===== config.mk =====
export PLATFORM = sky130hd
export DESIGN_NAME = matrix_result_drain
export DESIGN_NICKNAME = d
export VERILOG_FILES = /design/src/rtl/matrix_result_drain.sv
export SDC_FILE = /design/constraint.sdc
export NUM_CORES = 2
export LEC_CHECK = 0
export ABC_AREA = 0
export BUFFER_PORTS_ARGS = -buffer_cell sky130_fd_sc_hd__buf_4
export CORE_MARGIN = 5
export CORE_UTILIZATION = 55
export CTS_BUF_LIST = sky130_fd_sc_hd__clkbuf_4 sky130_fd_sc_hd__clkbuf_8
export DETAILED_ROUTE_END_ITERATION = 8
export GPL_TIMING_DRIVEN = 0
export PLACE_DENSITY = 0.89
export SYNTH_ARGS = -nofsm -noshare
export SYNTH_HDL_FRONTEND = slang
export SYNTH_SLANG_ARGS = --single-unit
export TNS_END_PERCENT = 100

===== constraint.sdc =====
create_clock -name clock -period 59.2 [get_ports clock]
set_input_delay 2.96 -clock clock [delete_from_list [all_inputs] [get_ports clock]]
set_output_delay 2.96 -clock clock [all_outputs]
set_load 0.01 [all_outputs]

===== src/rtl/matrix_result_drain.sv =====
// Double-buffered drain stage: captures one result vector per handshake and streams its elements out in order.
// Optional saturated-element counter enabled by defining MATRIX_DRAIN_SATCNT_EN.
module matrix_result_drain #(
    parameter int unsigned DATA_SIZE   = 16,
    parameter int unsigned COLUMN_SIZE = 64,
    parameter int unsigned INDEX_W     = 6
) (
    input  logic                              clock,
    input  logic                              reset,
    input  logic                              clear,
    input  logic                              in_valid,
    output logic                              in_ready,
    input  logic [DATA_SIZE*COLUMN_SIZE-1:0]  in_data,
    output logic                              out_valid,
    input  logic                              out_ready,
    output logic [DATA_SIZE-1:0]              out_data,
    output logic [INDEX_W-1:0]                out_index,
    output logic                              out_last,
    output logic                              busy,
    output logic [INDEX_W:0]                  sat_count
);

    localparam int unsigned VEC_W = DATA_SIZE * COLUMN_SIZE;
    localparam int unsigned CNT_W = INDEX_W + 1;
    localparam logic [INDEX_W-1:0] LAST_IDX = INDEX_W'(COLUMN_SIZE - 1);

    typedef enum logic {
        IDLE  = 1'b0,
        DRAIN = 1'b1
    } state_t;

    state_t               state_q, state_d;
    logic [VEC_W-1:0]     active_q, active_d;
    logic [VEC_W-1:0]     pending_q, pending_d;
    logic                 pending_full_q, pending_full_d;
    logic                 out_valid_q, out_valid_d;
    logic [INDEX_W-1:0]   out_index_q, out_index_d;
    logic                 out_last_q, out_last_d;
    logic                 busy_q, busy_d;

    logic in_hs;
    logic out_hs;
    logic final_hs;

    assign in_ready = ~pending_full_q;
    assign in_hs    = in_valid & ~pending_full_q;
    assign out_hs   = out_valid_q & out_ready;
    assign final_hs = out_hs & out_last_q;

    // Active buffer is a shift register: element 0 always sits in the low slice.
    assign out_data  = active_q[DATA_SIZE-1:0];
    assign out_valid = out_valid_q;
    assign out_index = out_index_q;
    assign out_last  = out_last_q;
    assign busy      = busy_q;

    always_comb begin
        state_d        = state_q;
        active_d       = active_q;
        pending_d      = pending_q;
        pending_full_d = pending_full_q;
        out_valid_d    = out_valid_q;
        out_index_d    = out_index_q;
        out_last_d     = out_last_q;

        if (clear) begin
            state_d        = IDLE;
            pending_full_d = 1'b0;
            out_valid_d    = 1'b0;
            out_index_d    = '0;
            out_last_d     = 1'b0;
        end else begin
            case (state_q)
                IDLE: begin
                    if (in_hs) begin
                        active_d    = in_data;
                        state_d     = DRAIN;
                        out_valid_d = 1'b1;
                        out_index_d = '0;
                        out_last_d  = 1'b0;
                    end
                end
                DRAIN: begin
                    if (final_hs) begin
                        out_index_d = '0;
                        out_last_d  = 1'b0;
                        if (pending_full_q) begin
                            active_d       = pending_q;
                            pending_full_d = 1'b0;
                        end else if (in_hs) begin
                            active_d = in_data;
                        end else begin
                            state_d     = IDLE;
                            out_valid_d = 1'b0;
                        end
                    end else begin
                        if (out_hs) begin
                            active_d    = {{DATA_SIZE{1'b0}}, active_q[VEC_W-1:DATA_SIZE]};
                            out_index_d = out_index_q + INDEX_W'(1);
                            out_last_d  = (out_index_q + INDEX_W'(1)) == LAST_IDX;
                        end
                        if (in_hs) begin
                            pending_d      = in_data;
                            pending_full_d = 1'b1;
                        end
                    end
                end
                default: begin
                    state_d     = IDLE;
                    out_valid_d = 1'b0;
                end
            endcase
        end

        busy_d = (state_d == DRAIN) | pending_full_d;
    end

    always_ff @(posedge clock or posedge reset) begin
        if (reset) begin
            state_q        <= IDLE;
            active_q       <= '0;
            pending_q      <= '0;
            pending_full_q <= 1'b0;
            out_valid_q    <= 1'b0;
            out_index_q    <= '0;
            out_last_q     <= 1'b0;
            busy_q         <= 1'b0;
        end else begin
            state_q        <= state_d;
            active_q       <= active_d;
            pending_q      <= pending_d;
            pending_full_q <= pending_full_d;
            out_valid_q    <= out_valid_d;
            out_index_q    <= out_index_d;
            out_last_q     <= out_last_d;
            busy_q         <= busy_d;
        end
    end

`ifdef MATRIX_DRAIN_SATCNT_EN
    logic [CNT_W-1:0] sat_cnt_q, sat_cnt_d;
    logic [CNT_W-1:0] sat_count_q, sat_count_d;
    logic             sat_hit;

    // All-ones elements are the upstream saturation marker.
    assign sat_hit = out_hs & (active_q[DATA_SIZE-1:0] == {DATA_SIZE{1'b1}});

    always_comb begin
        sat_cnt_d   = sat_cnt_q;
        sat_count_d = sat_count_q;
        if (clear) begin
            sat_cnt_d = '0;
        end else if (final_hs) begin
            sat_count_d = sat_cnt_q + CNT_W'(sat_hit);
            sat_cnt_d   = '0;
        end else if (sat_hit) begin
            sat_cnt_d = sat_cnt_q + CNT_W'(1);
        end
    end

    always_ff @(posedge clock or posedge reset) begin
        if (reset) begin
            sat_cnt_q   <= '0;
            sat_count_q <= '0;
        end else begin
            sat_cnt_q   <= sat_cnt_d;
            sat_count_q <= sat_count_d;
        end
    end

    assign sat_count = sat_count_q;
`else
    assign sat_count = '0;
`endif

endmodule


# ---- Yosys cells after proc, flatten, opt, wreduce, memory -nomap -nowiden
# Index checks and enable logic that the tools add are counted.
dict set report totals {
  word_cells 58
  input_bits 1029
  ff_bits 2059
}
dict set report op_classes {
  n_addsub 1
  reduce_logical 4
  n_bitwise 8
  n_mux 30
  n_eq_ne 7
}
# operator count
set ops {}
lappend ops {{1024-bit two-way mux} 4}
lappend ops {{1024-bit case mux with 2 select lines} 1}
lappend ops {{6-bit two-way mux} 4}
lappend ops {{1-bit two-way mux} 17}
lappend ops {{6-bit case mux with 2 select lines} 1}
lappend ops {{3-bit != test, second input constant} 3}
lappend ops {{4-bit AND reduction} 2}
lappend ops {{6-bit by 1-bit adder with 6-bit output, second input constant} 1}
lappend ops {{6-bit == test, second input constant} 1}
lappend ops {{1-bit case mux with 2 select lines} 3}
lappend ops {{4-bit by 2-bit != test with 1-bit output, second input constant} 1}
lappend ops {{1-bit NOT} 4}
lappend ops {{2-bit AND reduction} 2}
lappend ops {{1-bit AND} 3}
lappend ops {{3-bit by 1-bit != test with 1-bit output, second input constant} 1}
lappend ops {{3-bit by 2-bit != test with 1-bit output, second input constant} 1}
lappend ops {{1-bit OR} 1}

# ---- Longest topological paths before layout
dict set report logic_depth {
  depth_word 8
  depth_mapped 10
  depth_no_buf 4
}

# ---- Worst setup path before layout
# No wires, ideal clock.
dict set report synth_timing {
  path_type {input-to-reg}
  start {input port out_ready}
  end {register pending_q[0]}
  slack_ps 54813
  arrival_ps 4259
  path_stages 7
  required_time_ps 59073
  n_path_buf 3
  path_cell_list {nand3_1 nand2_1 nor3_2 buf_4 buf_4 buf_6 mux2_1}
}
dict set report synth_between {
  elab_chain_len 4
}
# item line_no
set synth_lines {}
lappend synth_lines {{start: declaration} 15} ;# input logic out_ready,
lappend synth_lines {{1-bit AND} 47} ;# assign out_hs = out_valid_q & out_ready;
lappend synth_lines {{1-bit AND} 48} ;# assign final_hs = out_hs & out_last_q;
lappend synth_lines {{1-bit NOT (no line)} n/a}
lappend synth_lines {{4-bit AND reduction (no line)} n/a}
lappend synth_lines {{end signal: assignment} 131} ;# pending_q <= pending_d;
lappend synth_lines {{end: declaration} 34} ;# logic [VEC_W-1:0] pending_q, pending_d;
# Every way passes these cells.
# A chain may end at the register's enable or synchronous reset.

# ---- Final worst setup path
dict set report layout_timing {
  start {register pending_full_q}
  end {output port in_ready}
}
dict set report layout_between {
  elab_chain_len 1
}
# item line_no
set layout_lines {}
lappend layout_lines {{start: declaration} 35} ;# logic pending_full_q, pending_full_d;
lappend layout_lines {{start signal: assignment} 132} ;# pending_full_q <= pending_full_d;
lappend layout_lines {{1-bit NOT} 45} ;# assign in_ready = ~pending_full_q;
lappend layout_lines {{end: declaration} 12} ;# output logic in_ready,
# Every way passes these cells.

==> results_dict.tcl <==
set metrics [dict create \
    drt-pass1-iter-count 6 \
    core_area_mm2 0.1761 \
    ys_seq_area_share_pct 52.93 \
    synth_cell_types 35 \
    gp_congestion 1.027 \
    holdPathStages 1 \
    p_comb_share_pct 17.6 \
    drtIter0Drc 9689 \
    timing.final.crit_share_pct 11.29 \
    drv_cap 0 \
    fin_util_pct 66.70 \
    portBuffers 1053 \
    crit_type "reg -> out" \
    drtAntennaViolNets 0 \
    drive_gt1_share_pct 25.64 \
    die_h_um 430.7 \
    drt_drc_violations_left 0 \
    die_area_mm2 0.1855 \
    outcome "completed" \
    post-route-min-period_ns 6.686 \
    r2r_end "active_q[15]$_DFFE_PP0P_" \
    area_growth_pct 20.67 \
    instances_no_fill 13597 \
    cts_buffers 360 \
    sequentialPowerShare_pct 48.3 \
    reg2reg_depth 8 \
    post-cts-setup-buffers 0 \
    grt_max_degree 46 \
    holdPathEnd "pending_q[123]$_DFFE_PP0P_" \
    routedWlPerCell_um 26.61 \
    cts_max_path_buffers 4 \
    max_slew_margin_pct 6.852 \
    critPathRequiredTime_ns 56.24 \
    avgViaCountPerCell 6.277 \
    clock_latency_ns 1.09 \
    power_leakage_nw 52.76 \
    placed_cells 12762 \
    finalSetupTns_ns 0 \
    initial_core_util_pct 55.28 \
    synth_top_family_by_area "compound AO/OA/AOI/OAI gates" \
    whs_ns 0.4849 \
    r2r_start "out_valid$_DFFE_PP0P_" \
    synthCells 9309 \
    rows 154 \
    htreeDepth 5 \
    syn_area_mm2 0.09735 \
    avgSynthCellArea_um2 10.46 \
    r2r_slack_ns 55.50 \
    holdBufCountCts 0 \
    grt_antenna_before_repair 235 \
    p_sw_mw 1.207 \
    power_density_mw_per_mm2 35.20 \
    cts_root_buffer "clkbuf_8" \
    hold_start "pending_q[123]$_DFFE_PP0P_" \
    cts_tree "yes" \
    cts_resized 0 \
    peakVddDrop_mv 0.02887 \
    intPower_mw 2.928 \
    grt_pass1_wl_mm 529.8 \
    clk_pin_slew_ns 0.06 \
    final_nets 11815 \
    swShare_pct 29.18 \
    grt_pass1_vias 85256 \
    stdcell_area_mm2 0.1175 \
    pwr-share-clk_pct 34.0 \
    grt.overflow.total 0 \
    fmax_mhz 149.6 \
    io_pins 1062 \
    grtUsageTotal_pct 37.50 \
    cp-start-kind "flip-flop" \
    muxShareOfSynthArea_pct 11.86 \
    ys_ff_latch 2059 \
    dpl.hpwl_mm 276.3 \
    end_kind "output port" \
    synthXorXnorAreaFrac_pct 0.03599 \
    routed_wl_mm 361.9 \
    hold_viol 0 \
    place_area_mm2 0.1093 \
    vias 85342 \
    crit_arrival_ns 3.73 \
    synth.yosys.warnings 0 \
    hold_path_class "reg -> reg" \
    synth_compound_area_share_pct 22.07 \
    worstMarginPinSlew_ns 1.397 \
    fp.dieW_um 430.7 \
    slew_violations 0 \
    cp_max_fo 10 \
    synth-simple-area-share_pct 8.574 \
    synth-adder-area-share_pct 0.02570 \
    numClockSinks 2059 \
    setup_violations 0 \
    rsz0062_at_grt "no" \
    clock_skew_ns 0.07655 \
]
[worst max-delay path by stage]
stage                                             to  slack [ns]                      from  cells past startpoint
after floorplan              active_q[0]$_DFFE_PP0P_       27.65                     reset                      1
after global placement    pending_q[567]$_DFFE_PP0P_       17.10                     reset                      2
after detailed placement  pending_q[567]$_DFFE_PP0P_       52.63                     reset                     13
final                                       in_ready       52.51  pending_full_q$_DFF_PP0_                      5
after global routing                        in_ready       52.59  pending_full_q$_DFF_PP0_                      5
after CTS                                   in_ready       52.60  pending_full_q$_DFF_PP0_                      5
[sequential cells by signal, indices dropped and copies added, names as in the netlist]
| signal | flops |
|---|---|
| active_q | 1024 |
| pending_q | 1024 |
| out_index | 6 |
| busy | 1 |
| out_last | 1 |
| out_valid | 1 |
| pending_full_q | 1 |
| state_q | 1 |
[synth_stat cells]
cell type     n  area share [%]
nand3_1      68            0.35
inv_2         2          0.0077
o211a_1       2           0.021
o22a_1       15            0.13
nor3_2        1           0.010
o21ai_2       1          0.0090
nand2_1    1092             4.2
buf_4        72            0.56
a32oi_1     947             8.5
nand2b_1      1          0.0064
nor2_1     1027             4.0
buf_2       342             1.8
and2_1        2           0.013
a21oi_1    1014             5.2
o211ai_2      1           0.013
clkbuf_1    457             1.8
conb_1        1          0.0039
o31ai_1       2           0.015
and3_1        2           0.013
mux2_2      665             7.7
buf_1        50            0.19
dfrtp_1    2059              53
o21a_1        1          0.0077
o21ai_0     129            0.66
buf_6        18            0.21
nand4_1       1          0.0064
xor2_1        4           0.036
inv_1         6           0.023
o311a_1      15            0.15
nor3_1        1          0.0051
o221ai_1      1          0.0090
a21o_1      947             7.3
ha_1          2           0.026
mux2_1      360             4.2
a221oi_1      1          0.0090
[logic make-up (layout without fill, tap and decap cells)]
group,Yosys count,in the layout
xor+xnor,4,4
other cells,1,220
simple gates,2195,2195
fa+ha+maj,2,2
flops,2059,2059
buf+inv,947,2676
mux,1025,1025
compound gates,3076,3076
[critical path, stage by stage (launching register included)]
cell and delay, ns:
dfrtp_1 0.40, buf_4 0.19, inv_2 0.67, buf_4 0.40, clkbuf_1 0.70, buf_4 0.26
[cells in the final DEF (no fill, tap or decap), drive strengths merged]
| master | count |
|---|---|
| o211ai | 1 |
| and2 | 2 |
| o21ai | 130 |
| nand2 | 1092 |
| mux2 | 1025 |
| ha | 2 |
| clkbuf | 1032 |
| nor3 | 2 |
| nand2b | 1 |
| buf | 1589 |
| clkinv | 25 |
| xor2 | 4 |
| o21a | 1 |
| and3 | 2 |
| a32oi | 947 |
| nor2 | 1027 |
| o221ai | 1 |
| diode | 213 |
| a21o | 947 |
| clkinvlp | 14 |
| dfrtp | 2059 |
| o311a | 15 |
| o31ai | 2 |
| bufinv | 8 |
| o22a | 15 |
| o211a | 2 |
| a21oi | 1014 |
| a221oi | 1 |
| inv | 8 |
| nand4 | 1 |
| conb | 7 |
| nand3 | 68 |
[metrics by stage]
stage	worst slack (ns)	total power [mW]
4_1_cts	52.60	4.119
6_report	52.51	4.135
5_1_grt	52.59	4.307
3_3_place_gp	17.10	2.684
3_5_place_dp	52.63	2.721
2_1_floorplan	27.65	2.456
[routing by layer]
| layer | up-vias | track usage (%) | part of all wire, % |
|---|---|---|---|
| li1 | 36895 | - | - |
| met1 | 42403 | 47.07 | 38 |
| met2 | 4785 | 55.45 | 45 |
| met3 | 1219 | 8.824 | 8.7 |
| met4 | 40 | 30.62 | 8.8 |
| met5 | - | 0.6505 | 0.070 |
[area by class of cell]
cell class | count | area [um^2]
clock inverter | 47 | 474.2
inverter | 8 | 33.78
antenna | 213 | 533.0
multi-input combinational | 6309 | 41470
tap | 2340 | 2928
buffer | 939 | 4358
clock buffer | 575 | 7176
sequential | 2059 | 51520
timing repair buffer | 1107 | 8981
fill | 13422 | 58640
[power by group through the flow]
stage	logic [mW]	registers (mW)	clock network (mW)
global route	0.800	2.03	1.48
detailed placement	0.717	2.00	0
CTS	0.722	1.98	1.41
finish	0.730	2.00	1.41
floorplan	0.500	1.96	0
global placement	0.673	2.01	0
Power figures use the tool's default switching activity.
